**src/rtl/vga_pkg.sv**
```systemverilog
// -----------------------------------------------------------------------------
// vga_pkg
// Shared definitions for the VGA pixel packing path.
//   * ColorDepth encodings (CD_8BPP, CD_16BPP, CD_24BPP; 24bpp is any 2'b1x)
//   * pix_fmt_e       : decoded pixel format
//   * decode_depth()  : ColorDepth -> pix_fmt_e
//   * lane_mask()     : byte mask of the lanes already filled in a word
// -----------------------------------------------------------------------------
package vga_pkg;

  localparam logic [1:0] CD_8BPP  = 2'b00;
  localparam logic [1:0] CD_16BPP = 2'b01;
  localparam logic [1:0] CD_24BPP = 2'b10;  // 2'b11 is an alias

  typedef enum logic [1:0] {
    FMT_GREY,    // 1 byte per pixel
    FMT_RGB565,  // 2 bytes per pixel
    FMT_RGB888   // 3 bytes per pixel
  } pix_fmt_e;

  function automatic pix_fmt_e decode_depth(input logic [1:0] cd);
    pix_fmt_e fmt;
    case (cd)
      CD_8BPP:  fmt = FMT_GREY;
      CD_16BPP: fmt = FMT_RGB565;
      default:  fmt = FMT_RGB888;
    endcase
    return fmt;
  endfunction

  // Lanes fill from [31:24] downward, so bcnt filled bytes occupy the MSBs.
  function automatic logic [31:0] lane_mask(input logic [1:0] bcnt);
    logic [31:0] m;
    case (bcnt)
      2'd0:    m = 32'h0000_0000;
      2'd1:    m = 32'hFF00_0000;
      2'd2:    m = 32'hFFFF_0000;
      default: m = 32'hFFFF_FF00;
    endcase
    return m;
  endfunction

endpackage

```
**src/rtl/vga_colpack_lane.sv**
```systemverilog
// -----------------------------------------------------------------------------
// vga_colpack_lane
// Combinational pixel converter and byte merger.
// Converts one R/G/B pixel into 1..3 bytes according to ColorDepth and merges
// them into the accumulator starting at lane bcnt.
// Ports:
//   color_depth  in   2   pixel format select
//   r, g, b      in   8   pixel channels
//   acc          in  32   current accumulator (unfilled lanes are zero)
//   bcnt         in   2   bytes already in acc
//   acc_next     out 32   accumulator after this pixel (overflow bytes at lane 0)
//   word         out 32   completed word, meaningful when wrap=1
//   bcnt_next    out  2   (bcnt + n) mod 4
//   wrap         out  1   this pixel completes a word
// -----------------------------------------------------------------------------
module vga_colpack_lane
  import vga_pkg::*;
(
  input  logic [1:0]  color_depth,
  input  logic [7:0]  r,
  input  logic [7:0]  g,
  input  logic [7:0]  b,
  input  logic [31:0] acc,
  input  logic [1:0]  bcnt,
  output logic [31:0] acc_next,
  output logic [31:0] word,
  output logic [1:0]  bcnt_next,
  output logic        wrap
);

  logic [9:0]  grey_sum;
  logic [23:0] pix;     // pixel bytes, first byte in [23:16], unused bytes zero
  logic [1:0]  n;       // bytes produced by this pixel
  logic [2:0]  fill;
  logic [63:0] merged;  // two-word window: current word above, overflow below

  // Weighted sum R + 2G + B needs 10 bits; >>2 keeps the top 8.
  assign grey_sum = {2'b00, r} + {1'b0, g, 1'b0} + {2'b00, b};

  // NOTE: every output of an always_comb gets a default first, so no path
  // through the case can leave it unassigned and infer a latch.
  always_comb begin
    pix = '0;
    n   = 2'd1;
    case (decode_depth(color_depth))
      FMT_GREY: begin
        pix = {grey_sum[9:2], 16'h0000};
        n   = 2'd1;
      end
      FMT_RGB565: begin
        pix = {r[7:3], g[7:5], g[4:2], b[7:3], 8'h00};
        n   = 2'd2;
      end
      default: begin
        pix = {r, g, b};
        n   = 2'd3;
      end
    endcase
  end

  // Shifting the pixel down by bcnt lanes lines it up behind the bytes already
  // held; anything past lane 3 spills into the lower word as the next acc.
  assign merged    = {acc, 32'h0000_0000} | ({pix, 40'h0} >> {bcnt, 3'b000});
  assign fill      = {1'b0, bcnt} + {1'b0, n};
  assign wrap      = fill[2];
  assign bcnt_next = fill[1:0];
  assign word      = merged[63:32];
  assign acc_next  = wrap ? merged[31:0] : merged[63:32];

endmodule

```
**src/rtl/vga_colpack.sv**
```systemverilog
// -----------------------------------------------------------------------------
// vga_colpack
// Packs RGB pixels read from a source FIFO into 32-bit words for the pixel
// buffer write FIFO. Formats: 8bpp grey, 16bpp RGB565, 24bpp packed RGB.
// The first pixel of a word occupies the MSBs.
// Ports:
//   clk                in   1   master clock
//   rst                in   1   asynchronous active-high reset
//   ColorDepth         in   2   00=8bpp, 01=16bpp, 1x=24bpp; static while busy
//   RGB_fifo_empty     in   1   source FIFO empty
//   RGB_fifo_rreq      out  1   source read request, data valid next cycle
//   R, G, B            in   8   pixel data from the source FIFO
//   pixel_buffer_full  in   1   destination FIFO full
//   pixel_buffer_wreq  out  1   destination write strobe, one cycle per word
//   pixel_buffer_do    out 32   packed word, valid with pixel_buffer_wreq
//   flush              in   1   pulse: emit a partially filled word
//   busy               out  1   packer holds data or has a request in flight
// -----------------------------------------------------------------------------
module vga_colpack
  import vga_pkg::*;
(
  input  logic        clk,
  input  logic        rst,
  input  logic [1:0]  ColorDepth,
  input  logic        RGB_fifo_empty,
  output logic        RGB_fifo_rreq,
  input  logic [7:0]  R,
  input  logic [7:0]  G,
  input  logic [7:0]  B,
  input  logic        pixel_buffer_full,
  output logic        pixel_buffer_wreq,
  output logic [31:0] pixel_buffer_do,
  input  logic        flush,
  output logic        busy
);

  logic [31:0] acc;
  logic [1:0]  bcnt;
  logic [31:0] hold;
  logic        wpend;
  logic        flush_pend;
  logic        vld;

  logic [31:0] acc_next;
  logic [31:0] word;
  logic [1:0]  bcnt_next;
  logic        wrap;
  logic        wdone;

  vga_colpack_lane u_lane (
    .color_depth (ColorDepth),
    .r           (R),
    .g           (G),
    .b           (B),
    .acc         (acc),
    .bcnt        (bcnt),
    .acc_next    (acc_next),
    .word        (word),
    .bcnt_next   (bcnt_next),
    .wrap        (wrap)
  );

  assign wdone = vld & wrap;

  // A read is only issued when hold is guaranteed free by the time the pixel
  // arrives: no word waiting, none completing this cycle, no flush queued.
  // The request is also masked during reset so every output reads zero then.
  assign RGB_fifo_rreq = !rst && !RGB_fifo_empty && !wpend && !wdone && !flush_pend;

  assign busy = vld | wpend | flush_pend | (bcnt != 2'd0);

  // NOTE: sequential state uses non-blocking assignments only, so every read
  // in this block sees the value from before the clock edge.
  always_ff @(posedge clk or posedge rst) begin
    if (rst) begin
      // NOTE: acc and hold are plain registers rather than a memory array, so
      // they reset together with the control state; nothing stale survives.
      acc               <= '0;
      bcnt              <= 2'd0;
      hold              <= '0;
      wpend             <= 1'b0;
      flush_pend        <= 1'b0;
      vld               <= 1'b0;
      pixel_buffer_wreq <= 1'b0;
      pixel_buffer_do   <= '0;
    end else begin
      vld               <= RGB_fifo_rreq;
      pixel_buffer_wreq <= 1'b0;

      if (wpend && !pixel_buffer_full) begin
        pixel_buffer_do   <= hold;
        pixel_buffer_wreq <= 1'b1;
        wpend             <= 1'b0;
      end

      // The read gating means hold is empty whenever vld is set, so a
      // completed word never collides with the drain above.
      if (vld) begin
        acc  <= acc_next;
        bcnt <= bcnt_next;
        if (wdone) begin
          hold  <= word;
          wpend <= 1'b1;
        end
      end else if (flush_pend && !wpend) begin
        if (bcnt != 2'd0) begin
          hold  <= acc & lane_mask(bcnt);
          wpend <= 1'b1;
          bcnt  <= 2'd0;
          acc   <= '0;
        end
        flush_pend <= 1'b0;
      end

      // A new pulse always leaves a flush queued, even on the cycle an
      // earlier one executes; the repeat then finds bcnt=0 and is a no-op.
      if (flush) flush_pend <= 1'b1;
    end
  end

endmodule

```
**config.mk**
```make
export PLATFORM = sky130hd
export DESIGN_NAME = vga_colpack
export DESIGN_NICKNAME = d
export VERILOG_FILES = /design/src/rtl/vga_pkg.sv /design/src/rtl/vga_colpack_lane.sv /design/src/rtl/vga_colpack.sv
export SDC_FILE = /design/constraint.sdc
export NUM_CORES = 1
export LEC_CHECK = 0
export CELL_PAD_IN_SITES_DETAIL_PLACEMENT = 1
export CELL_PAD_IN_SITES_GLOBAL_PLACEMENT = 2
export CORE_MARGIN = 5
export CORE_UTILIZATION = 32
export DETAILED_ROUTE_END_ITERATION = 16
export PLACE_DENSITY = 0.75
export SYNTH_ARGS = -nofsm -noshare
export SYNTH_HDL_FRONTEND = slang
export SYNTH_SLANG_ARGS = --single-unit
```
**constraint.sdc**
```tcl
create_clock -name clk -period 3.7 [get_ports clk]
set_clock_uncertainty 0.05 [all_clocks]
set_input_delay 0.74 -clock clk [delete_from_list [all_inputs] [get_ports clk]]
set_output_delay 0.74 -clock clk [all_outputs]
set_load 0.01 [all_outputs]
```
* After elaboration in Yosys (flattened, before gate mapping)
Cells that the tools add are included.
** Storage, ports and cells
- Input bits :: 31
- Output and inout bits :: 35
- Register bits :: 102
- Word-level logic and storage cells :: 73
** Cells by class
- $add $sub $neg :: 3
- Multiplexer cells :: 27
- Equality and inequality tests :: 6
- Reductions and logical operators :: 22
- Shift-type cells :: 1
- Bitwise operators :: 6
** Operator list (number)
- $mux 32 :: 11
- $pmux 32 s3 :: 1
- $or 64x64->64 :: 1
- $shr 64x5->64 :: 1
- $pmux 24 s2 :: 1
- $and 32x32->32 :: 1
- $add 10x8->10 :: 1
- $add 8x9->10 :: 1
- $mux 1 :: 9
- $pmux 2 s2 :: 2
- $reduce_bool 2->1 :: 4
- $eq 2x1->1 const B :: 3
- $logic_and 1x1->1 :: 6
- $logic_not 1->1 :: 6
- $logic_not 2->1 :: 3
- $mux 2 :: 3
- $reduce_and 2->1 :: 2
- $add 2x2->3 :: 1
- $or 1x1->1 :: 3
- $reduce_and 3->1 :: 1
- $eq 2x2->1 const B :: 1
- $ne 2x1->1 const B :: 1
- $ne 2x2->1 const B :: 1
- $and 1x1->1 :: 1

* Depth between registers and ports, before layout
Gate-level depths: netlist (run 1).
- Word-level depth :: 9
- Gate-level depth with buffers :: 13
- Gate-level depth less buffers :: 11

* Modules after synthesis
From an unflattened synthesis (run 1), not the netlist that was laid out.
** Unflattened totals
- Cells, all modules :: 536
- Area total of the unflattened synthesis :: 5977.0 sq um
** Modules (own cells, without submodules)
- vga_colpack :: instances 1, sequential area each 2552.4 sq um, cells each 270, area each 4125.2 sq um
- vga_colpack_lane :: instances 1, sequential area each 0.0 sq um, cells each 266, area each 1851.8 sq um

* Worst setup path after synthesis (run 1)
No wires, ideal clock.
- Kind :: input to register
- Start :: input B[1]
- End :: register acc[5]
- Path slack :: 206 ps
- Path buffers :: 0
- Data arrival time :: 3323 ps
- Stages on the path :: 11
- Data required time :: 3529 ps
- Setup time :: 121 ps
- Cells stage by stage :: inv_1 fa_1 nand3b_1 inv_1 fa_1 a21oi_1 o21ai_1 a2111oi_4 a21oi_2 a221o_1 a22o_1
** Between the ends
- Cells in the longest elaborated chain, start to end :: 6
** Ends and longest elaborated chain
- from (decl) :: RTL line vga_colpack.sv:29 : input logic [7:0] B,
- $add 10x8->10 :: RTL line vga_colpack_lane.sv:38 : assign grey_sum = {2'b00, r} + {1'b0, g, 1'b0} + {2'b00, b};
- $pmux 24 s2 :: RTL line vga_colpack_lane.sv:45 : case (decode_depth(color_depth))
- $shr 64x5->64 :: RTL line vga_colpack_lane.sv:63 : assign merged = {acc, 32'h0000_0000} | ({pix, 40'h0} >> {bcnt, 3'b000});
- $or 64x64->64 :: RTL line vga_colpack_lane.sv:63
- $mux 32 :: RTL line vga_colpack_lane.sv:68 : assign acc_next = wrap ? merged[31:0] : merged[63:32];
- $mux 32 :: RTL line vga_colpack.sv:98 : if (vld) begin
- to (signal assigned) :: RTL line vga_colpack.sv:99 : acc <= acc_next;
- to (decl) :: RTL line vga_colpack.sv:37 : logic [31:0] acc;
Every way passes these cells.
A chain may end at the register's enable or synchronous reset.

* Worst setup path in the final report (run 1)
Ends and elaborated chain as after synthesis.

==> results of run 1 <==
## sequential cells by signal, summed over array words and instances (netlist names)
signal / flops
acc: 32
vld: 1
bcnt: 2
hold: 32
flush_pend: 1
pixel_buffer_do: 32
wpend: 1
pixel_buffer_wreq: 1
## worst reg2reg max path, stage by stage (launching register included)
cell     delay, ps
dfrtp_1        850
inv_1          130
buf_4          200
o21ai_1         80
buf_4          230
nand2_2        300
buf_4          330
o31ai_1        270
## cells in the final DEF (no fill, tap or decap), types with 7 or more instances in the layout
master	n
a211oi_1	9
a21oi_1	52
a22o_1	16
buf_4	78
clkbuf_16	9
clkdlybuf4s50_1	65
dfrtp_1	102
fa_1	8
ha_1	7
inv_1	17
mux2_2	33
nand2_1	59
nand3_1	7
nor2_1	59
o21ai_0	39
o22ai_1	11
o31ai_1	11
## stage by stage
step,total power (W),utilization (%)
after floorplan,0.00292,-
after global placement,0.00388,40.8
after detailed placement,0.00396,40.8
after CTS,0.00487,42.5
after global routing,0.00516,42.6
final,0.00483,42.6
## routing by layer
layer  GRT usage [%]  wire length [um]
met5               0                 0
met1            25.4              8210
met4            7.60               445
met2            33.1              9170
met3            1.81               707
## power by group
| group | internal [W] | switching (W) |
|---|---|---|
| Combinational | 0.000987 | 0.00125 |
| Sequential | 0.00147 | 0.000227 |
| Clock | 0.000469 | 0.000419 |
| Total | 0.00293 | 0.00190 |
## cell type report
type,instances,area (um^2)
fillers,1870,9550
multi-input cells,404,2690
flip-flops and latches,102,2550
repair buffers,143,1240
well taps,220,275
clock buffers,11,243
inverters,20,77.6
clock inverters,3,21.3
## final timing paths
path,slack [ps],cells past startpoint,to,from
setup / recovery,90,12,acc[5],B[1]
hold / removal,420,2,hold[25],hold[25]
setup reg to reg,1180,7,hold[11],vld
hold reg to reg,420,2,hold[25],hold[25]
max in group asynchronous,2030,3,hold[21],rst
min in group asynchronous,830,2,flush_pend,rst
## cells by family (layout without fill, tap and decap cells)
family          count (synthesis)  count (layout)  share of synthesized area [%]
fa+ha+maj                      17              17                           5.16
simple gates                  169             169                           14.2
mux                            36              36                           7.40
flops                         102             102                           47.0
buf+inv                        54             177                           4.12
xor+xnor                        2               2                          0.323
compound gates                180             180                           21.8
## what timing repair did
| item | CTS | global route |
|---|---|---|
| pin swaps | 2 | 3 |
| gates cloned | 0 | 0 |
| setup buffers | 1 | 0 |
| endpoints found under the setup margin | 2 | 8 |
| resized for setup | 3 | 5 |
==> results.yml, run 1 <==
drt:
  drc_errors: 0
  wl_um: 18500
  vias_per_cell: 5.34
  vias: 4822
  first_pass_iters: 5
  antenna_left: 0
  initialDrtViolationCount: 369
  post_drt_wl_per_cell_um: 20.5
clock_network:
  clk_pin_slew_ps: 70
  worstSkewPairLatency_ps: 350
  holdBufCountCts: 0
  numCtsBuffers: 9
  cts_max_level: 3
  clockBufferDepth: 2
  root_buffer: "clkbuf_16"
  cts.sinks: 102
  cts_tree: "yes"
cells_and_area:
  nets: 728
  drive_above_1_share_pct: 20.9
  n_antenna_cell: 0
  stdcell_count: 903
  design_area_um2: 7100
  syn_to_final_growth_pct: 30.7
timing:
  finalWorstSetupSlack_ps: 93.9
  setup_viol: 0
  relSlewSlack_pct: 47.7
  finalHoldViolations: 0
  max_slew.worst_pin.slew_ps: 784
  timing.hold.ws_ps: 423
  drv_slew: 0
  period_needed_ps: 3610
  fmax_mhz: 277
  finalSetupTns_ps: 0
  finalCritPeriodShare_pct: 97.5
  grt_setup_unrepaired: "no"
global_route:
  overflow: 0
  grt_pass1_wl_um: 29800
  track_usage_pct: 19.4
  grt_max_degree: 51
  grt_pass1_vias: 5296
  grt_antenna_before_repair: 0
yosys:
  synth-seq-cells: 102
  synth_nets: 608
  synthArstFlopShare_pct: 100
  yosys.area.top_type: "dfrtp_1"
  syn_area_um2: 5430
  synth_top_cells_by_count: "102 x dfrtp_1, 60 x nand2_1, 60 x nor2_1"
  syn_inst: 560
  synth_cell_types: 63
  syn_avg_cell_area_um2: 9.70
  synth_edf_count: 0
  synth_area_leaders: "dfrtp_1 47%, mux2_2 6.8%, a21oi_1 4.9%"
  synth_ff_type: "dfrtp_1"
  synth_top_area_share_pct: 47.0
  ys_warn_count: 0
  yosysSeqAreaShare_pct: 47.0
  yosysMostFrequentCell: "dfrtp_1"
floorplan:
  start_util_pct: 32.6
  chipWidth_um: 140
  die_h_um: 140
  pin_count: 66
  dieArea_um2: 19700
  rows: 47
  core_area_um2: 16600
worst_setup_path:
  worstPathMaxFanout: 3
  critPathBufInv: 3
  critical_path.top_delay_family: "compound AO/OA/AOI/OAI gates"
  cpPeakStageDelay_ps: 530
  critPathLaunchType: "primary input"
  arrival_ps: 3790
  critical_path_class: "primary input to flip-flop"
  cp-end-kind: "flip-flop"
  crit_chain: "clkdlybuf4s50_1 -> inv_2 -> fa_1 -> nand3b_1 -> inv_1 -> fa_2 -> a21oi_4 -> o21ai_2 -> a2111oi_4 -> a21oi_2 -> a221o_1 -> a22o_1"
  required_ps: 3880
  slowest_stage: "clkdlybuf4s50_1"
place:
  port-buffer-count: 65
  gp_routability_congestion: 0.893
  hpwl_um: 14300
  dp_cells: 888
  dp_slack_ps: -404
  placed_area_um2: 6790
hold_path:
  hold_class: "flip-flop to flip-flop"
outcome:
  status: "complete, no violations"
pwr:
  p_leak_nw: 3.13
  vdd_drop_max_mv: 0.266
  powerDensity_nw_per_um2: 680
run:
  maxCapViolations: 0
(Power assumes the default switching activity.)
==> inputs of run 2 (changes only) <==
- REMOVE_ABC_BUFFERS: not set -> 1
==> run 2 against run 1 <==
Register-to-register slack gained 50 ps. Critical path depth shrank 3. Final area grew 1.1%. Worst hold slack gained 6.6 ps. Via count grew 2.1%. Combinational power is essentially flat. Final cell count grew 0.22%. Sequential power is essentially flat. Sequential cell count is the same. Maximum frequency shrank 0.32%. Largest cell class unchanged.
==> results.yml, run 2 (synthesized netlist as in run 1, its figures left out) <==
outcome:
  status: "complete, no violations"
worst_setup_path:
  arrival_ps: 2830
  reg2reg_slack_ps: 1230
  cp-end-kind: "output pin"
  required_ps: 2910
  rr_worst_depth: 9
  startpoint: "ColorDepth[0]"
  cp-endpoint: "RGB_fifo_rreq"
  critical_path_class: "primary input to output pin"
  rr_startpoint: "bcnt[1]"
  r2r-end: "acc[30]"
  critPathLaunchType: "primary input"
  worstPathMaxFanout: 2
drt:
  wl_met1_um: 8750
  wl_met2_um: 8930
  wl_met3_um: 624
  post_drt_wl_per_cell_um: 20.5
  initialDrtViolationCount: 355
  first_pass_iters: 4
  top_layer_used: "met4"
  antenna_left: 0
  drc_errors: 0
  vias_per_cell: 5.44
  vias: 4921
  wl_um: 18600
timing:
  finalWorstSetupSlack_ps: 82.2
  period_needed_ps: 3620
  drv_slew: 0
  finalHoldViolations: 0
  fmax_mhz: 276
  relSlewSlack_pct: 37.5
  setup_viol: 0
  grt_setup_unrepaired: "no"
  finalCritPeriodShare_pct: 97.8
  max_slew.worst_pin.slew_ps: 934
cells_and_area:
  top_regs: "acc (32), hold (32), pixel_buffer_do (32)"
  design_area_um2: 7170
  layout_commonest_cell: "dfrtp_1"
  n_antenna_cell: 0
  syn_to_final_growth_pct: 32.1
  fin_util_pct: 43.1
  nets: 729
  drive_above_1_share_pct: 21.5
  stdcell_count: 905
  mostFrequentLayoutCells: "102 x dfrtp_1, 77 x buf_4, 65 x clkdlybuf4s50_1"
clock_network:
  numCtsBuffers: 9
  cts_max_level: 3
  root_buffer: "clkbuf_16"
  clk_pin_slew_ps: 70
  worstSkewPairLatency_ps: 350
  clockBufferDepth: 2
  holdBufCountCts: 0
  cts_tree: "yes"
  cts.sinks: 102
floorplan:
  start_util_pct: 32.6
  die_h_um: 140
  dieArea_um2: 19700
  pin_count: 66
  core_area_um2: 16600
  chipWidth_um: 140
  rows: 47
pwr:
  swShare_pct: 38.8
  p_leak_nw: 3.16
  finalPower_w: 0.00492
  pwr-share-seq_pct: 34.1
  powerDensity_nw_per_um2: 687
  vdd_drop_max_mv: 0.300
  switchingPower_w: 0.00191
  intPower_w: 0.00302
  combPwrFrac_pct: 46.0
  clock_power_share_pct: 19.9
global_route:
  grt_max_degree: 56
  grt_pass1_wl_um: 30100
  grt_pass1_vias: 5212
  grt_antenna_before_repair: 0
  track_usage_pct: 19.4
  overflow: 0
place:
  port-buffer-count: 65
  dp_cells: 888
  hpwl_um: 13900
  dp_slack_ps: -408
  placed_area_um2: 6820
  gp_routability_congestion: 0.887
hold_path:
  hold_class: "flip-flop to flip-flop"
run:
  maxCapViolations: 0
[run 2: timing repair]
action | CTS | global route
buffers inserted | 2 | 0
pin swaps | 2 | 3
endpoints found under the setup margin | 4 | 7
cloned | 0 | 0
gates resized for setup | 3 | 6
[run 2: final cells by class]
| cell class | count | area (um^2) |
|---|---|---|
| Inverter | 20 | 77.6 |
| Clock buffer | 12 | 256 |
| Sequential cell | 102 | 2550 |
| Timing Repair Buffer | 144 | 1270 |
| Multi-Input combinational cell | 404 | 2700 |
| Tap cell | 220 | 275 |
| Fill cell | 1881 | 9470 |
| Clock inverter | 3 | 43.8 |
[run 2: worst min path at each step]
stage          startpoint       end  cells past startpoint
6_report          hold[9]   hold[9]                      2
5_1_grt          hold[27]  hold[27]                      2
4_1_cts          hold[27]  hold[27]                      2
3_5_place_dp     hold[27]  hold[27]                      2
3_3_place_gp     hold[25]  hold[25]                      2
2_1_floorplan    hold[25]  hold[25]                      2
[run 2: critical path: stages]
cell and delay [ps]:
clkdlybuf4s50_1 440, nor2b_2 180, inv_1 140, ha_1 170, inv_1 50, fa_1 410, nor2_2 140, nor2_1 80
clkdlybuf4s50_1 480
[run 2: through the flow]
step,setup TNS (ps),hold WS [ps]
after detailed placement,-6730,418
after global placement,-3600,404
after floorplan,0,383
final,0,429
after CTS,0,433
after global routing,0,450
[run 2: power groups by stage]
| stage | Clock, W | Combinational (W) | Sequential, W |
|---|---|---|---|
| 2_1_floorplan | 0 | 0.00111 | 0.00175 |
| 3_3_place_gp | 0 | 0.00219 | 0.00168 |
| 3_5_place_dp | 0 | 0.00225 | 0.00170 |
| 4_1_cts | 0.00100 | 0.00227 | 0.00168 |
| 5_1_grt | 0.00105 | 0.00248 | 0.00173 |
| 6_report | 0.000981 | 0.00227 | 0.00168 |
[run 2: per-layer routing]
metal	global-route usage [%]	vias to the layer above
li1	-	2278
met1	27.2	2518
met2	31.8	106
met3	2.45	19
met4	5.15	0
met5	0	-
